## src/rtl/instr_fetch_if.sv

```systemverilog
// instr_fetch_if
//   Bundles the fetch unit's PC, memory and decoder handshakes.
//   master : the fetch unit (instr_fetch).
//   slave  : the surrounding PC / memory / decoder environment.
//   Signals:
//     rdy_in              global ready; low freezes the fetch unit
//     pc_to_if_en_in      pc_in is valid for fetch
//     pc_in               fetch address
//     if_to_pc_en_out     one-cycle pulse: advance PC by 4
//     if_to_mem_en_out    memory fetch request valid (one cycle)
//     if_to_mem_addr_out  memory fetch address
//     mem_to_if_en_in     memory returns an instruction this cycle
//     mem_to_if_instr_in  returned instruction
//     flush_in            redirect: discard all fetched state
//     if_to_dec_en_out    queue head valid
//     if_to_dec_instr_out queue head instruction
//     if_to_dec_pc_out    queue head PC
//     dec_to_if_rdy_in    decoder accepts the head this cycle
interface instr_fetch_if #(
  parameter int ADDR_W  = 32,
  parameter int INSTR_W = 32
);
  logic               rdy_in;
  logic               pc_to_if_en_in;
  logic [ADDR_W-1:0]  pc_in;
  logic               if_to_pc_en_out;
  logic               if_to_mem_en_out;
  logic [ADDR_W-1:0]  if_to_mem_addr_out;
  logic               mem_to_if_en_in;
  logic [INSTR_W-1:0] mem_to_if_instr_in;
  logic               flush_in;
  logic               if_to_dec_en_out;
  logic [INSTR_W-1:0] if_to_dec_instr_out;
  logic [ADDR_W-1:0]  if_to_dec_pc_out;
  logic               dec_to_if_rdy_in;

  modport master (
    input  rdy_in, pc_to_if_en_in, pc_in, mem_to_if_en_in, mem_to_if_instr_in,
           flush_in, dec_to_if_rdy_in,
    output if_to_pc_en_out, if_to_mem_en_out, if_to_mem_addr_out,
           if_to_dec_en_out, if_to_dec_instr_out, if_to_dec_pc_out
  );

  modport slave (
    output rdy_in, pc_to_if_en_in, pc_in, mem_to_if_en_in, mem_to_if_instr_in,
           flush_in, dec_to_if_rdy_in,
    input  if_to_pc_en_out, if_to_mem_en_out, if_to_mem_addr_out,
           if_to_dec_en_out, if_to_dec_instr_out, if_to_dec_pc_out
  );
endinterface

```

## src/rtl/instr_fetch.sv

```systemverilog
// instr_fetch
//   Instruction fetch unit: issues one memory request at a time for the
//   current PC, queues returned {instr, pc} pairs in an IQ_DEPTH-entry FIFO
//   and presents the head to the decoder. A flush empties the queue and, if a
//   request is still in flight, drains (discards) its response.
//   Ports:
//     clk_in  clock, all state on posedge
//     rst_in  synchronous active-high reset (wins over rdy)
//     bus     instr_fetch_if.master (PC, memory and decoder handshakes)
module instr_fetch #(
  parameter int ADDR_W   = 32,
  parameter int INSTR_W  = 32,
  parameter int IQ_DEPTH = 4
) (
  input  logic          clk_in,
  input  logic          rst_in,
  instr_fetch_if.master bus
);
  localparam int PTR_W = $clog2(IQ_DEPTH);
  localparam logic [PTR_W-1:0] PTR_ONE   = 1;
  localparam logic [PTR_W:0]   CNT_ONE   = 1;
  localparam logic [PTR_W:0]   CNT_DEPTH = IQ_DEPTH;

  typedef enum logic [1:0] {S_IDLE, S_WAIT, S_DRAIN} state_e;

  state_e             state_q, state_d;
  logic [PTR_W-1:0]   head_q, head_d, tail_q, tail_d;
  logic [PTR_W:0]     count_q, count_d;
  logic               mem_en_q, mem_en_d;
  logic [ADDR_W-1:0]  mem_addr_q, mem_addr_d;
  logic [ADDR_W-1:0]  req_pc_q, req_pc_d;
  logic               pc_en_q, pc_en_d;
  logic               push, pop;

  logic [INSTR_W-1:0] iq_instr_q [IQ_DEPTH];
  logic [ADDR_W-1:0]  iq_pc_q    [IQ_DEPTH];

  always_comb begin
    state_d    = state_q;
    head_d     = head_q;
    tail_d     = tail_q;
    count_d    = count_q;
    mem_addr_d = mem_addr_q;
    req_pc_d   = req_pc_q;
    mem_en_d   = 1'b0;
    pc_en_d    = 1'b0;
    push       = 1'b0;
    pop        = 1'b0;

    if (bus.rdy_in) begin
      pop = (count_q != '0) && bus.dec_to_if_rdy_in;

      case (state_q)
        S_IDLE: begin
          // The count gate reserves a slot for the response before issuing,
          // so a push can never find the queue full.
          if (bus.pc_to_if_en_in && !bus.flush_in && (count_q < CNT_DEPTH)) begin
            mem_en_d   = 1'b1;
            mem_addr_d = bus.pc_in;
            req_pc_d   = bus.pc_in;
            state_d    = S_WAIT;
          end
        end
        S_WAIT: begin
          if (bus.flush_in) begin
            // A response arriving alongside the flush is dropped here;
            // otherwise it is still in flight and must be drained later.
            state_d = bus.mem_to_if_en_in ? S_IDLE : S_DRAIN;
          end else if (bus.mem_to_if_en_in) begin
            push    = 1'b1;
            pc_en_d = 1'b1;
            state_d = S_IDLE;
          end
        end
        S_DRAIN: begin
          if (bus.mem_to_if_en_in) begin
            state_d = S_IDLE;
          end
        end
        default: state_d = S_IDLE;
      endcase

      // Flush is ignored while draining; the queue is already empty then.
      if (bus.flush_in && (state_q != S_DRAIN)) begin
        head_d  = '0;
        tail_d  = '0;
        count_d = '0;
      end else begin
        if (push) tail_d = tail_q + PTR_ONE;
        if (pop)  head_d = head_q + PTR_ONE;
        if (push && !pop)      count_d = count_q + CNT_ONE;
        else if (pop && !push) count_d = count_q - CNT_ONE;
      end
    end
  end

  always_ff @(posedge clk_in) begin
    if (rst_in) begin
      state_q    <= S_IDLE;
      head_q     <= '0;
      tail_q     <= '0;
      count_q    <= '0;
      mem_en_q   <= 1'b0;
      mem_addr_q <= '0;
      req_pc_q   <= '0;
      pc_en_q    <= 1'b0;
    end else begin
      state_q    <= state_d;
      head_q     <= head_d;
      tail_q     <= tail_d;
      count_q    <= count_d;
      mem_en_q   <= mem_en_d;
      mem_addr_q <= mem_addr_d;
      req_pc_q   <= req_pc_d;
      pc_en_q    <= pc_en_d;
    end
  end

  // Queue storage; the write lands at the edge, so the entry is only visible
  // to the decoder from the following cycle.
  always_ff @(posedge clk_in) begin
    if (!rst_in && push) begin
      iq_instr_q[tail_q] <= bus.mem_to_if_instr_in;
      iq_pc_q[tail_q]    <= req_pc_q;
    end
  end

  assign bus.if_to_mem_en_out    = mem_en_q;
  assign bus.if_to_mem_addr_out  = mem_addr_q;
  assign bus.if_to_pc_en_out     = pc_en_q;
  assign bus.if_to_dec_en_out    = (count_q != '0);
  assign bus.if_to_dec_instr_out = iq_instr_q[head_q];
  assign bus.if_to_dec_pc_out    = iq_pc_q[head_q];
endmodule

```

## src/flat_wrapper.sv

```systemverilog
// flat-port wrapper written by rule: the top's interface ports become plain ports
module instr_fetch_flat 
#(
  parameter int ADDR_W   = 32,
  parameter int INSTR_W  = 32,
  parameter int IQ_DEPTH = 4
)
  (clk_in, rst_in, bus_rdy_in, bus_pc_to_if_en_in, bus_pc_in, bus_mem_to_if_en_in, bus_mem_to_if_instr_in, bus_flush_in, bus_dec_to_if_rdy_in, bus_if_to_pc_en_out, bus_if_to_mem_en_out, bus_if_to_mem_addr_out, bus_if_to_dec_en_out, bus_if_to_dec_instr_out, bus_if_to_dec_pc_out);
  instr_fetch_if #(.ADDR_W(ADDR_W), .INSTR_W(INSTR_W)) bus_i ();
  input  logic clk_in;
  input  logic rst_in;
  input wire logic [$bits(bus_i.rdy_in)-1:0] bus_rdy_in;
  input wire logic [$bits(bus_i.pc_to_if_en_in)-1:0] bus_pc_to_if_en_in;
  input wire logic [$bits(bus_i.pc_in)-1:0] bus_pc_in;
  input wire logic [$bits(bus_i.mem_to_if_en_in)-1:0] bus_mem_to_if_en_in;
  input wire logic [$bits(bus_i.mem_to_if_instr_in)-1:0] bus_mem_to_if_instr_in;
  input wire logic [$bits(bus_i.flush_in)-1:0] bus_flush_in;
  input wire logic [$bits(bus_i.dec_to_if_rdy_in)-1:0] bus_dec_to_if_rdy_in;
  output wire logic [$bits(bus_i.if_to_pc_en_out)-1:0] bus_if_to_pc_en_out;
  output wire logic [$bits(bus_i.if_to_mem_en_out)-1:0] bus_if_to_mem_en_out;
  output wire logic [$bits(bus_i.if_to_mem_addr_out)-1:0] bus_if_to_mem_addr_out;
  output wire logic [$bits(bus_i.if_to_dec_en_out)-1:0] bus_if_to_dec_en_out;
  output wire logic [$bits(bus_i.if_to_dec_instr_out)-1:0] bus_if_to_dec_instr_out;
  output wire logic [$bits(bus_i.if_to_dec_pc_out)-1:0] bus_if_to_dec_pc_out;
  assign bus_i.rdy_in = bus_rdy_in;
  assign bus_i.pc_to_if_en_in = bus_pc_to_if_en_in;
  assign bus_i.pc_in = bus_pc_in;
  assign bus_i.mem_to_if_en_in = bus_mem_to_if_en_in;
  assign bus_i.mem_to_if_instr_in = bus_mem_to_if_instr_in;
  assign bus_i.flush_in = bus_flush_in;
  assign bus_i.dec_to_if_rdy_in = bus_dec_to_if_rdy_in;
  assign bus_if_to_pc_en_out = bus_i.if_to_pc_en_out;
  assign bus_if_to_mem_en_out = bus_i.if_to_mem_en_out;
  assign bus_if_to_mem_addr_out = bus_i.if_to_mem_addr_out;
  assign bus_if_to_dec_en_out = bus_i.if_to_dec_en_out;
  assign bus_if_to_dec_instr_out = bus_i.if_to_dec_instr_out;
  assign bus_if_to_dec_pc_out = bus_i.if_to_dec_pc_out;
  instr_fetch #(.ADDR_W(ADDR_W), .INSTR_W(INSTR_W), .IQ_DEPTH(IQ_DEPTH)) u_core (.clk_in(clk_in), .rst_in(rst_in), .bus(bus_i));
endmodule
```

## config.mk

```make
export PLATFORM = sky130hd
export DESIGN_NAME = instr_fetch_flat
export DESIGN_NICKNAME = d
export VERILOG_FILES = /design/src/rtl/instr_fetch_if.sv /design/src/rtl/instr_fetch.sv /design/src/flat_wrapper.sv
export SDC_FILE = /design/constraint.sdc
export NUM_CORES = 1
export LEC_CHECK = 0
export CORE_ASPECT_RATIO = 1.4
export CORE_UTILIZATION = 25
export DETAILED_ROUTE_END_ITERATION = 16
export DONT_BUFFER_PORTS = 1
export SLEW_MARGIN = 25
export SYNTH_ARGS = -nofsm -noshare
export SYNTH_HDL_FRONTEND = slang
export SYNTH_SLANG_ARGS = --single-unit
```

## constraint.sdc

```tcl
create_clock -name clk_in -period 3.38 [get_ports clk_in]
set_clock_uncertainty 0.2 [all_clocks]
set_input_delay 0.507 -clock clk_in [delete_from_list [all_inputs] [get_ports clk_in]]
set_output_delay 0.507 -clock clk_in [all_outputs]
set_load 0.005 [all_outputs]
```

Word-level counts from Yosys, hierarchy flattened
Memories as Yosys holds them, arrays and structs flattened. A register that Yosys moved wholly into a read port is not among the register bits. Cells that the tools add are included.

Flip-flop bits (word level): 43. Memory bits (writable): 256. Input bits: 71. Memories: 2.

Bitwise operators: 2. Eq/ne operators: 4. $lt $le $gt $ge: 1. $add $sub $neg: 4. Multiplexer cells: 24. Reduce and logical (&&, ||, !) cells: 23.

Memory list: u_core.iq_instr_q (words 4, bits a word 32, rd ports 1, clocked after memory_dff 1, wr ports 1, RTL line instr_fetch.sv:35) `logic [INSTR_W-1:0] iq_instr_q [IQ_DEPTH];`; u_core.iq_pc_q (words 4, bits a word 32, rd ports 1, clocked after memory_dff 1, wr ports 1, RTL line instr_fetch.sv:36) `logic [ADDR_W-1:0] iq_pc_q [IQ_DEPTH];`.

Operator list (number): $mux W2 (12); $mux W3 (3); $mux W1 (8); $reduce_and A2 Y1 (4); $logic_and A1 B1 Y1 (7); $pmux W2 S3 (1); $reduce_bool A3 Y1 (2); $add A2 B1 Y2 const B (2); $logic_not A1 Y1 (4); $reduce_bool A2 Y1 (2); $add A3 B1 Y3 const B (1); $lt A3 B3 Y1 const B (1); $reduce_and A3 Y1 (1); $reduce_or A3 Y1 (1); $sub A3 B1 Y3 const B (1); $eq A2 B1 Y1 const B (1); $eq A2 B2 Y1 const B (1); $logic_not A2 Y1 (1); $ne A2 B1 Y1 const B (1); $ne A2 B2 Y1 const B (1); $not A1 Y1 (2); $reduce_or A2 Y1 (1).

Depth between registers and ports, before layout
Gate-level depths: netlist of run 1.

Word-level depth: 9. Gate-level depth with buffers: 8.

Worst setup path after synthesis of run 1
OpenSTA, ideal clock, no wires.

Kind: input to register. Start point: input rst_in. End point: memory u_core.iq_instr_q[0][0] (enable). Path slack: 0.306 ns. Data arrival time: 2.445 ns. Stages: 3. Buffers on the path: 1. Library setup time: 0.429 ns. Required time: 2.751 ns. Path through: clkbuf_1 -> nor3_2 -> and2_1.

Longest elaborated chain between the ends: 4.

RTL lines: start, declared (RTL line flat_wrapper.sv:11) `input logic rst_in;`; $logic_not A1 Y1 (RTL line instr_fetch.sv:122) `if (!rst_in && push) begin`; $logic_and A1 B1 Y1 (RTL line instr_fetch.sv:122); $mux W1 (RTL line instr_fetch.sv:122); $mux W1 (not written as such) (RTL line instr_fetch.sv:123) `iq_instr_q[tail_q] <= bus.mem_to_if_instr_in;`; end, declared (RTL line instr_fetch.sv:35).

No other way between the ends.

==> run summary, run 1 <==
Syn Inst Count = 563
startpoint types = flip-flop
vias per std cell = 4.31
area grow syn2layout = 20.7%
H-tree depth = 1
DR pass1 iterations = 4
Seq/Total Area, Yosys = 74.5%
Die Y = 256 µm
Synthesized Nets = 640
Crit path largest cell delay = 0.62 ns
via count = 5509
max-slew violations = 0
crit path time final = 2.78 ns
Ys Warns = 0
outcome = completed
vias in the first global route = 5937
crit path DAT = 2.07 ns
total leakage power = 4.07 nW
largest net degree at the start of global routing = 44
CP max stage cell = mux4_2
Clock Latency Late Sink = 0.56 ns
Synth Register Bits = 301
post-synthesis cell type count = 44
pre-CTS WS = 0.844 ns
post-route ant nets = 0
FMAX = 360 MHz
Least-Margin Pin Slew = 0.769 ns
DRT Wirelength = 25800 µm
critical path class = flip-flop to primary output
total die area = 0.0470 mm²
type of the most critical hold path = input pin to flip-flop
crit path capture type = primary output
Bufs on Longest Clock Path = 3
Final TNS setup = 0 ns
row count = 92
worst endpoint required time = 2.67 ns
fin crit share = 82.2%
Die W = 184 µm
Clock Sinks = 301
GRT overflow = 0
clock slew at reported path FFs = 0.06 ns
Avg WL per Cell = 20.2 µm
post-CTS sizing = 0
CTS tree = yes
Tot GR Track Use = 10.9%
initial antenna violation count = 0
top-count cell post-synth = edfxtp_1
top-area cell type share of the netlist area = 66.7%
DP Wirelength = 15700 µm
first-pass GRT wire length = 38300 µm
# port buffers = 0
Core ar. = 0.0452 mm²
Final Hold Vio Count = 0
crit-path cells = buf_4, mux4_2
Mapped Area = 0.0115 mm²
Max-slew headroom = 48.7%
Avg Cell Area, Syn = 20.5 µm²
Tot Pwr = 7.65 mW
cts bufs inserted = 30
Synth area leader = edfxtp_1
Setup-failing EPs final = 0
Post-synth EDFFs = 256
share of cells above drive strength 1 = 28.6%
Finished Cell Area = 0.0139 mm²
Root Driver = clkbuf_16
DRC viols = 0
CP Max Fanout = 22
nets = 718
placed cell area = 0.0122 mm²
pwr dens = 550 mW/mm²
prevailing post-synth register cell = edfxtp_1
Max VDD drop = 362 µV
worst setup margin = 0.601 ns
unrepaired setup endpoints after global routing = false
top cells by instance count after synthesis = edfxtp_1 (256), mux4_2 (64), dfxtp_1 (45), o21ai_1 (32), a21oi_2 (30)
violation count after the first detailed-route iteration = 314
WHS = 0.0496 ns
Async SR Flop Fraction = 0%
max_cap viols = 0
synth top area cells = edfxtp_1 (67%), mux4_2 (12%), dfxtp_1 (7.8%)
num ports = 170
Initial Utilization = 25.5%
routability cong. = 0.701
## cell families (layout without fill, tap and decap cells)
family | Yosys count | in the layout | synth area share, %
xor+xnor | 1 | 1 | 0.195
other cells | 0 | 2 | 0
fa+ha+maj | 6 | 6 | 0.716
buf+inv | 42 | 143 | 2.72
flops | 301 | 301 | 74.5
simple gates | 61 | 61 | 4.23
mux | 64 | 64 | 12.5
compound gates | 88 | 88 | 5.17
## power breakdown
group	switching (mW)	internal (mW)	total, mW
Combinational	0.115	0.0920	0.207
Clock	1.40	1.98	3.39
Sequential	0.0309	4.03	4.06
Total	1.55	6.10	7.65
## worst paths after layout
kind	startpoint	endpoint	slack (ns)	depth (start not counted)
worst min register to register	u_core.head_q[1]	flip-flop	0.30	2
worst max register to register	u_core.state_q[1]	u_core.iq_instr_q[1][2]	0.94	4
worst min-delay path	bus_mem_to_if_en_in	u_core.bus.if_to_pc_en_out	0.05	2
worst max-delay path	flip-flop	bus_if_to_dec_pc_out[31]	0.60	2
## repair_timing
| action | in CTS | in global routing |
|---|---|---|
| hold endpoints to repair | 173 | 0 |
| hold buffers | 68 | 0 |
| buffers inserted | 0 | 0 |
## cell type report
cell class / count / area (µm²)
Sequential cell: 301 / 8600
Clock buffer: 37 / 798
Timing Repair Buffer: 80 / 876
Multi-Input combinational cell: 220 / 2650
Antenna cell: 2 / 5.00
Tap cell: 611 / 764
Inverter: 8 / 30.0
Clock inverter: 18 / 203
Fill cell: 4348 / 31300
## layout by cell type, fill, tap and decap left out, types with 8 or more instances in the layout
master / count
mux4_2: 64
clkbuf_16: 31
o21ai_1: 32
a21oi_2: 30
dlygate4sd3_1: 67
inv_1: 8
dfxtp_1: 43
nand3_2: 29
edfxtp_1: 256
## worst max-delay path: cells and delay by family, from the launching register on
kind,cells,cell delay [ns]
multiplexers,1,0.62
buffers and inverters,1,0.46
flip-flops,1,0.43
## registers in the layout (all words and copies together), names as in the netlist, named ones only
signal                         count
u_core.bus.if_to_pc_en_out         1
u_core.state_q                     2
u_core.iq_instr_q                128
u_core.tail_q                      2
u_core.count_q                     3
u_core.bus.if_to_mem_en_out        1
u_core.head_q                      2
u_core.bus.if_to_mem_addr_out     32
u_core.iq_pc_q                   128
## routing by layer
metal,vias up,GRT usage [%],share of wire (%)
li1,2458,-,-
met3,43,2.48,5.8
met2,151,19.0,51
met1,2857,13.2,41
met5,-,0,0
met4,0,3.80,2.6
## per-stage QoR
| step | utilization, % | instances |
|---|---|---|
| final | 30.8 | 1277 |
| after CTS | 30.8 | 1275 |
| after floorplan | - | 563 |
| after detailed placement | 27.0 | 1152 |
| after global routing | 30.8 | 1275 |
| after global placement | 27.0 | 1152 |
No activity file was read; power rests on OpenSTA's default activity.
==> inputs of run 2 (changes only) <==
==> constraint.sdc (replaced) <==
create_clock -name clk_in -period 2.75 [get_ports clk_in]
set_clock_uncertainty 0.2 [all_clocks]
set_input_delay 0.4125 -clock clk_in [delete_from_list [all_inputs] [get_ports clk_in]]
set_output_delay 0.4125 -clock clk_in [all_outputs]
set_load 0.005 [all_outputs]
==> run 2 against run 1 <==
Sequential power up 23%. Worst hold slack worse by 0.016 ns. Global-route usage down 0.10 points. Critical endpoint is now bus_if_to_dec_instr_out[27]. Non-clock buffer count up 3. First-iteration DRC count down 22%. Clock power up 29%. Final area up 0.77%. Combinational power up 25%. Flip-flop and latch count unchanged. Sequential share of layout area down 0.47 points. Critical path depth unchanged. Highest routed layer unchanged.
==> run summary, run 2 (synthesis gave the netlist of run 1 again) <==
outcome = completed
post-CTS setup buffers = 0 (unchanged)
type of the most critical hold path = input pin to flip-flop
violation count after the first detailed-route iteration = 244 (-22%)
GRT met2 Usage = 18.9% (-0.042 points)
Final Hold Vio Count = 0 (unchanged)
Avg WL per Cell = 19.7 µm (-2.5%)
CTS tree = yes
via count = 5543 (+0.62%)
worst setup margin = 0.194 ns (-0.407 ns)
CP max stage cell = mux4_2
GRT overflow = 0 (unchanged)
crit-path cells = buf_4, mux4_2
max-slew violations = 0 (unchanged)
Least-Margin Pin Slew = 0.785 ns (+0.0157 ns)
Clock Sinks = 301 (unchanged)
clock slew at reported path FFs = 0.07 ns (about the same)
crit path buf inv count = 1 (unchanged)
Top Usage Layer GRT = met2
Tot Pwr = 9.61 mW (+26%)
post-route ant nets = 0 (unchanged)
fin crit share = 93.0%
Root Driver = clkbuf_16
FMAX = 391 MHz
DR pass1 iterations = 4 (unchanged)
DP Wirelength = 14800 µm (-5.7%)
DRC viols = 0 (unchanged)
# port buffers = 0 (unchanged)
placed cell area = 0.0122 mm² (+0.10%)
reg2reg end = u_core.bus.if_to_mem_addr_out[20]
R2R depth = 4 (unchanged)
worst endpoint required time = 2.14 ns (-0.53 ns)
RR Startpoint = u_core.count_q[2]
FF/Latch Area = 0.00860 mm² (unchanged)
critical path class = flip-flop to primary output
fillers = 4340 (-0.18%)
Core ar. = 0.0452 mm² (unchanged)
Initial Utilization = 25.5% (unchanged)
Max-slew headroom = 47.7% (-1.1 points)
startpoint types = flip-flop
cts bufs inserted = 31 (+3.3%)
vias in the first global route = 6020 (+1.4%)
max_cap viols = 0 (unchanged)
first-pass GRT wire length = 38000 µm (-0.99%)
Die Y = 256 µm (unchanged)
nets = 722 (+0.56%)
CP top delay family = multiplexers
pwr dens = 685 mW/mm² (+25%)
num ports = 170 (unchanged)
DRT Wirelength = 25300 µm (-2.2%)
commonest non-fill, non-tap cell in the layout = edfxtp_1
Finished Cell Area = 0.0140 mm² (+0.77%)
Tot GR Track Use = 10.8% (-0.10 points)
initial antenna violation count = 0 (unchanged)
Final TNS setup = 0 ns (unchanged)
total leakage power = 4.13 nW (+1.4%)
Bufs on Longest Clock Path = 3 (unchanged)
area of the multi-input gates = 0.00265 mm² (unchanged)
HP Start = bus_dec_to_if_rdy_in
FF-to-FF setup slack = 0.20 ns (-0.74 ns)
Critical Path Stages = 2 (unchanged)
crit path time final = 2.56 ns
crit path capture type = primary output
total die area = 0.0470 mm² (unchanged)
# diodes = 0 (-2)
most frequent cells in the layout = edfxtp_1 (256), dlygate4sd3_1 (70), mux4_2 (64), dfxtp_1 (43), o21ai_1 (32)
Hold Path Cell Cnt = 3 (+1)
Setup-failing EPs final = 0 (unchanged)
post-CTS sizing = 0 (unchanged)
Max VDD drop = 431 µV (+19%)
vias per std cell = 4.33 (+0.30%)
Clock Latency Late Sink = 0.57 ns (about the same)
unrepaired setup endpoints after global routing = false
pre-CTS WS = 0.396 ns (-0.448 ns)
routability cong. = 0.730 (+4.1%)
Die W = 184 µm (unchanged)
met3 Usage GRT = 1.95% (-0.53 points)
met1 GRT Util = 13.0% (-0.21 points)
Hold Path End = u_core.head_q[0]
largest net degree at the start of global routing = 65 (+48%)
row count = 92 (unchanged)
Crit path largest cell delay = 0.62 ns (about the same)
share of cells above drive strength 1 = 29.4% (+0.79 points)
H-tree depth = 1 (unchanged)
area grow syn2layout = 21.7%
CP Max Fanout = 20 (-9.1%)
fin util = 31.0% (+0.24 points)
crit path DAT = 1.94 ns (-0.13 ns)
==> run 2: cell types whose count changed in the layout (fill, tap and decap cells not counted), sizes merged <==
cell / previous run / this run
clkbuf: 37 / 35
dlygate4sd3: 67 / 70
bufinv: 4 / 5
clkinv: 9 / 13
clkinvlp: 3 / 2
inv: 10 / 11
diode: 2 / 0
==> run 2: area by class of cell <==
type | count | area share, %
clock inverters | 23 | 2.00
inverters | 8 | 0.214
flip-flops and latches | 301 | 61.3
well taps | 611 | 5.45
clock buffers | 35 | 5.63
multi-input cells | 220 | 18.9
repair buffers | 83 | 6.54
==> run 2: what timing repair did <==
action,CTS,global route
endpoints found under the setup margin,0,0
hold endpoints to repair,173,0
hold buffers,71,0
==> run 2: per-stage QoR <==
stage,hold slack (ns),std cells
CTS,0.00858,1281
finish,0.0335,1281
global route,0.0588,1281
floorplan,0.269,563
detailed placement,0.281,1152
global placement,0.282,1152
==> run 2: per-layer routing <==
layer  routed length (µm)  part of all wire, %
met1                10400                   41
met2                12900                   51
met3                 1170                  4.6
met4                  822                  3.3
met5                    0                    0
==> run 2: where the power goes <==
| part | switching (mW) | leakage (nW) | internal (mW) |
|---|---|---|---|
| Combinational | 0.141 | 0.947 | 0.116 |
| Clock | 1.80 | 0.518 | 2.56 |
| Sequential | 0.0365 | 2.66 | 4.95 |
==> run 2: worst max path at each step <==
| stage | from | endpoint | slack (ns) |
|---|---|---|---|
| after floorplan | rst_in | u_core.iq_instr_q[0][0] | 0.47 |
| after global placement | u_core.count_q[0] | u_core.count_q[2] | 0.41 |
| after detailed placement | u_core.count_q[0] | u_core.count_q[2] | 0.40 |
| after CTS | flip-flop | bus_if_to_dec_instr_out[27] | 0.1 |
| after global routing | u_core.count_q[2] | u_core.bus.if_to_mem_addr_out[20] | 0.06 |
| final | flip-flop | bus_if_to_dec_instr_out[27] | 0.19 |
==> run 2: worst reg2reg max path, cell delays in order, from the launching register on <==
cell and delay, ns:
dfxtp_1 0.38, nand4bb_2 0.79, o21ai_1 0.42, a21oi_2 0.09, dlygate4sd3_1 0.56
